$ cat src/rtl/mem_arbiter.sv
// ---------------------------------------------------------------------------
// mem_arbiter : two-port burst arbiter in front of a banked memory, with read-return tagging
// Revision    : 1.0
// ---------------------------------------------------------------------------
`default_nettype none

module mem_arbiter #(
    parameter int RD_LAT = 2
) (
    input  logic        clk,
    input  logic        rst,
    input  logic        req0,
    input  logic        req1,
    input  logic        rd0,
    input  logic        wr0,
    input  logic        rd1,
    input  logic        wr1,
    input  logic [15:0] addr0,
    input  logic [15:0] addr1,
    input  logic [15:0] wdata0,
    input  logic [15:0] wdata1,
    output logic        mem_rd,
    output logic        mem_wr,
    output logic [15:0] mem_addr,
    output logic [15:0] mem_data_in,
    input  logic [15:0] mem_DataOut,
    input  logic        mem_stall,
    output logic        gnt0,
    output logic        gnt1,
    output logic        stall0,
    output logic        stall1,
    output logic [15:0] rdata,
    output logic        rvalid0,
    output logic        rvalid1,
    output logic        arb_err
);

    typedef enum logic [2:0] {
        IDLE  = 3'd0,
        OWN0  = 3'd1,
        OWN1  = 3'd2,
        DRAIN = 3'd3
    } state_t;

    state_t            state_q, state_d;
    logic              last_owner_q, last_owner_d;
    logic [RD_LAT-1:0] vld_q, vld_d;
    logic [RD_LAT-1:0] id_q, id_d;
    logic              accept;

    always_ff @(posedge clk or negedge rst) begin
        if (!rst) begin
            state_q      <= IDLE;
            last_owner_q <= 1'b1;
            vld_q        <= '0;
            id_q         <= '0;
        end else begin
            state_q      <= state_d;
            last_owner_q <= last_owner_d;
            vld_q        <= vld_d;
            id_q         <= id_d;
        end
    end

    always_comb begin
        state_d      = state_q;
        last_owner_d = last_owner_q;
        gnt0         = 1'b0;
        gnt1         = 1'b0;
        mem_rd       = 1'b0;
        mem_wr       = 1'b0;
        mem_addr     = '0;
        mem_data_in  = '0;
        arb_err      = 1'b0;
        stall0       = req0;
        stall1       = req1;
        case (state_q)
            IDLE: begin
                // On a tie, last_owner_q==1 hands the grant to port 0.
                if (req0 && (!req1 || last_owner_q)) begin
                    state_d      = OWN0;
                    last_owner_d = 1'b0;
                end else if (req1) begin
                    state_d      = OWN1;
                    last_owner_d = 1'b1;
                end
            end
            OWN0: begin
                gnt0    = 1'b1;
                stall0  = mem_stall;
                arb_err = rd0 & wr0;
                if (req0) begin
                    if (!(rd0 && wr0)) begin
                        mem_rd = rd0;
                        mem_wr = wr0;
                    end
                    mem_addr    = addr0;
                    mem_data_in = wdata0;
                end else begin
                    state_d = DRAIN;
                end
            end
            OWN1: begin
                gnt1    = 1'b1;
                stall1  = mem_stall;
                arb_err = rd1 & wr1;
                if (req1) begin
                    if (!(rd1 && wr1)) begin
                        mem_rd = rd1;
                        mem_wr = wr1;
                    end
                    mem_addr    = addr1;
                    mem_data_in = wdata1;
                end else begin
                    state_d = DRAIN;
                end
            end
            DRAIN: begin
                // Hold off re-arbitration until every in-flight read has returned.
                if (vld_q == '0) begin
                    state_d = IDLE;
                end
            end
            default: begin
                arb_err = 1'b1;
                state_d = IDLE;
            end
        endcase
    end

    assign accept = mem_rd & ~mem_stall;

    always_comb begin
        vld_d    = '0;
        id_d     = '0;
        vld_d[0] = accept;
        id_d[0]  = (state_q == OWN1);
        for (int i = 1; i < RD_LAT; i++) begin
            vld_d[i] = vld_q[i-1];
            id_d[i]  = id_q[i-1];
        end
    end

    assign rvalid0 = vld_q[RD_LAT-1] & ~id_q[RD_LAT-1];
    assign rvalid1 = vld_q[RD_LAT-1] &  id_q[RD_LAT-1];
    assign rdata   = mem_DataOut;

endmodule

`default_nettype wire

$ cat config.mk
export PLATFORM = sky130hd
export DESIGN_NAME = mem_arbiter
export DESIGN_NICKNAME = d
export VERILOG_FILES = /design/src/rtl/mem_arbiter.sv
export SDC_FILE = /design/constraint.sdc
export NUM_CORES = 1
export LEC_CHECK = 0
export ABC_AREA = 1
export CORE_MARGIN = 5
export CORE_UTILIZATION = 26
export DETAILED_ROUTE_END_ITERATION = 12
export PLACE_DENSITY = 0.82
export SLEW_MARGIN = 20
export SYNTH_ARGS = -nofsm -noshare
export SYNTH_HDL_FRONTEND = slang
export SYNTH_SLANG_ARGS = --single-unit
$ cat constraint.sdc
create_clock -name clk -period 2.6 [get_ports clk]
set_clock_uncertainty 0.15 [all_clocks]
set_input_delay 0.78 -clock clk [delete_from_list [all_inputs] [get_ports clk]]
set_output_delay 0.78 -clock clk [all_outputs]
set_load 0.05 [all_outputs]
==> flow_summary.yaml <==
yosys:
  yosysWarnings: 0
  synth_fa_ha_area_share_pct: 4.343
  yosysMostFrequentCell: "nand2_1"
  ys_seq_elements: 7
  synth_cell_types: 24
  synth-xor-area-share_pct: 0
  synthSimpleGateAreaFrac_pct: 35.72
  synth_compound_area_share_pct: 21.72
  post_synth.cell_area_avg_sq_um: 6.229
  synth_edf_count: 0
  synth_top_family_by_area: "simple AND/OR/NAND/NOR gates"
  yosys-top-cells-area: "nand2_1 (23%), dfrtp_1 (13%), buf_4 (12%), a21oi_2 (11%), a21oi_1 (7.8%)"
  syn-num-nets: 278
  synth_area_sq_mm: 0.001152
  synth_top_area_share_pct: 23.45
  synthArstFlopShare_pct: 100.0
  yosys-top-cells-count: "nand2_1 (72), buf_4 (19), a21oi_1 (18)"
  synth_area_leader_cell: "nand2_1"
  muxShareOfSynthArea_pct: 0
  postSynthCellCount: 185
  synth_ff_type: "dfrtp_1"
  yosysSeqAreaShare_pct: 15.31
grt:
  antenna_found_initial: 0
  grt_use_total_pct: 20.35
  grt_pass1_vias: 1896
  grt_pass1_wl_mm: 9.701
  grt-ovfl-total: 0
  grt_start_max_net_pins: 18
clock_network:
  clkSinkCount: 7
  cts-htree-levels: 1
  clk_latency_ns: 0.23
  cts_made_buffers: 3
  cts_tree: "yes"
  cts_buffer_depth: 2
  cts.clk_slew.worst_paths_ns: 0.04
  cts_root_buf: "clkbuf_8"
power:
  irDropWorstVdd_uv: 969.4
  pwr-share-comb_pct: 90.9
  p_seq_share_pct: 5.1
  power_mw: 3.767
  swShare_pct: 51.86
  clkPwrFrac_pct: 4.0
  p_sw_mw: 1.953
  p_leak_nw: 1.328
  p_int_mw: 1.814
  p_per_area_mw_per_mm2: 1100
drt:
  dr.first_iter.drc_count: 52
  drt_pass1_iterations: 4
  ant_nets: 0
  vias: 1757
  drt-total-wl_mm: 6.330
  drc: 0
  via_per_inst: 4.867
  wl_per_cell_um: 17.53
critical_path:
  cp_max_fo: 1
  arrival_ns: 1.67
  crit_slowest_cell: "clkdlybuf4s50_1"
  cpPeakStageDelay_ns: 0.50
  worstSetupStartpointType: "input pin"
  end_kind: "output pin"
  crit_chain: "clkdlybuf4s50_1, nand2_2, a21oi_4, buf_12"
  crit_type: "in -> out"
  required_ns: 1.67
place:
  dp_hpwl_mm: 4.574
  port_buffers: 113
  place_inst: 340
  gp_congestion: 0.8291
layout:
  stdcell_count: 361
  drive_above_1_share_pct: 53.07
  antenna-diode-count: 0
  final_nets: 403
  area_growth_pct: 197.3
  fillers: 255
  finish.utilization_pct: 79.22
min_path:
  hp-class: "reg -> reg"
sta:
  hold_slack_ns: 0.1929
  finalSetupViolCount: 1
  fin_ws_ns: -0.001881
  period_share_pct: 100.1
  rsz0062_at_grt: "true"
  fin_crit_ns: 2.602
  worstMarginPinSlew_ns: 0.5048
  max_slew_margin_pct: 66.24
  setup_tns_ns: -0.001881
  slew_viol_final: 0
  hold_violations: 0
  fmax_mhz: 384.3
floorplan:
  rows: 24
  die_x_um: 76.58
  dieArea_sq_mm: 0.005864
  pin_count: 146
  die_y_um: 76.58
  core_region_area_sq_mm: 0.004324
  initial_utilization_pct: 26.65
run:
  cap_violations: 0
status:
  run_status: "finished, violations left"
  violations: "setup timing"
-- critical path: cells and delay by family --
kind / cells / cell delay [ns]
simple gates: 1 / 0.08
compound gates: 1 / 0.16
buf+inv: 2 / 0.65
-- final timing paths --
kind	startpoint	end	slack [ns]	depth (start not counted)
max in group asynchronous	rst	last_owner_q	1.33	1
worst max register to register	state_q[0]	state_q[0]	0.84	9
worst min register to register	id_q[0]	id_q[1]	0.19	0
worst max-delay path	wdata1[10]	mem_data_in[10]	-0.002	4
worst min-delay path	id_q[0]	id_q[1]	0.19	0
min in group asynchronous	rst	state_q[0]	0.67	1
-- area by class of cell --
cell class,count,area (sq um),share of cell area [%]
clock buffer,4,45.04,1.315
inverter,14,80.08,2.337
multi-input combinational,139,1161,33.89
sequential,7,177.7,5.186
tap,52,65.06,1.899
timing repair buffer,143,1877,54.78
timing repair inverter,2,20.02,0.5844
-- timing repair --
item / CTS / global route
cloned: 3 / 3
hold buffers: 0 / 0
buffers inserted: 7 / 4
pin swaps: 21 / 26
endpoints found under the setup margin: 36 / 34
resized for setup: 53 / 21
-- layer usage --
| metal | part of all wire, % | vias up | track usage (%) |
|---|---|---|---|
| met5 | 0 | - | 0 |
| li1 | - | 824 | - |
| met2 | 54 | 83 | 40.41 |
| met3 | 6.0 | 20 | 4.137 |
| met4 | 2.6 | 0 | 6.294 |
| met1 | 37 | 830 | 20.75 |
-- placed cells by master, fill, tap and decap left out, types with 2 or more instances in the layout --
master           count
a21oi_4             32
buf_12              43
buf_16               2
buf_4               22
buf_6                2
clkbuf_16            2
clkbuf_8             3
clkdlybuf4s50_1     62
dfrtp_1              5
dlygate4sd2_1        4
dlymetal6s2s_1       5
ha_4                 3
inv_1                7
inv_2                3
inv_6                2
inv_8                2
nand2_1             44
nand2_2             37
nand3_1              8
nor2_1               3
o21ai_2              2
-- registers in the layout, indices dropped and copies added (netlist names) --
register and count:
vld_q 2, id_q 2, state_q 2, last_owner_q 1
-- kinds of logic (layout without fill, tap and decap cells) --
family                   after synthesis  in the layout
AND/OR/NAND/NOR                       97             97
flip-flops                             7              7
adder cells (fa/ha/maj)                4              4
AO/OA/AOI/OAI                         38             38
buffers and inverters                 39            163
-- through the flow --
stage / cell area, sq um / setup slack (ns)
detailed placement: 2989 / -0.4841
finish: 3426 / -0.001881
CTS: 3284 / 0.001349
global route: 3426 / -0.03467
global placement: 2989 / -0.4604
floorplan: 1465 / -0.02489
-- power groups by stage --
stage	clock, mW	sequential [mW]	combinational, mW
4_1_cts	0.157	0.188	3.11
3_5_place_dp	0	0.184	2.82
6_report	0.152	0.192	3.42
2_1_floorplan	0	0.178	1.69
3_3_place_gp	0	0.181	2.76
5_1_grt	0.165	0.198	3.57
Power figures use the tool's default switching activity.
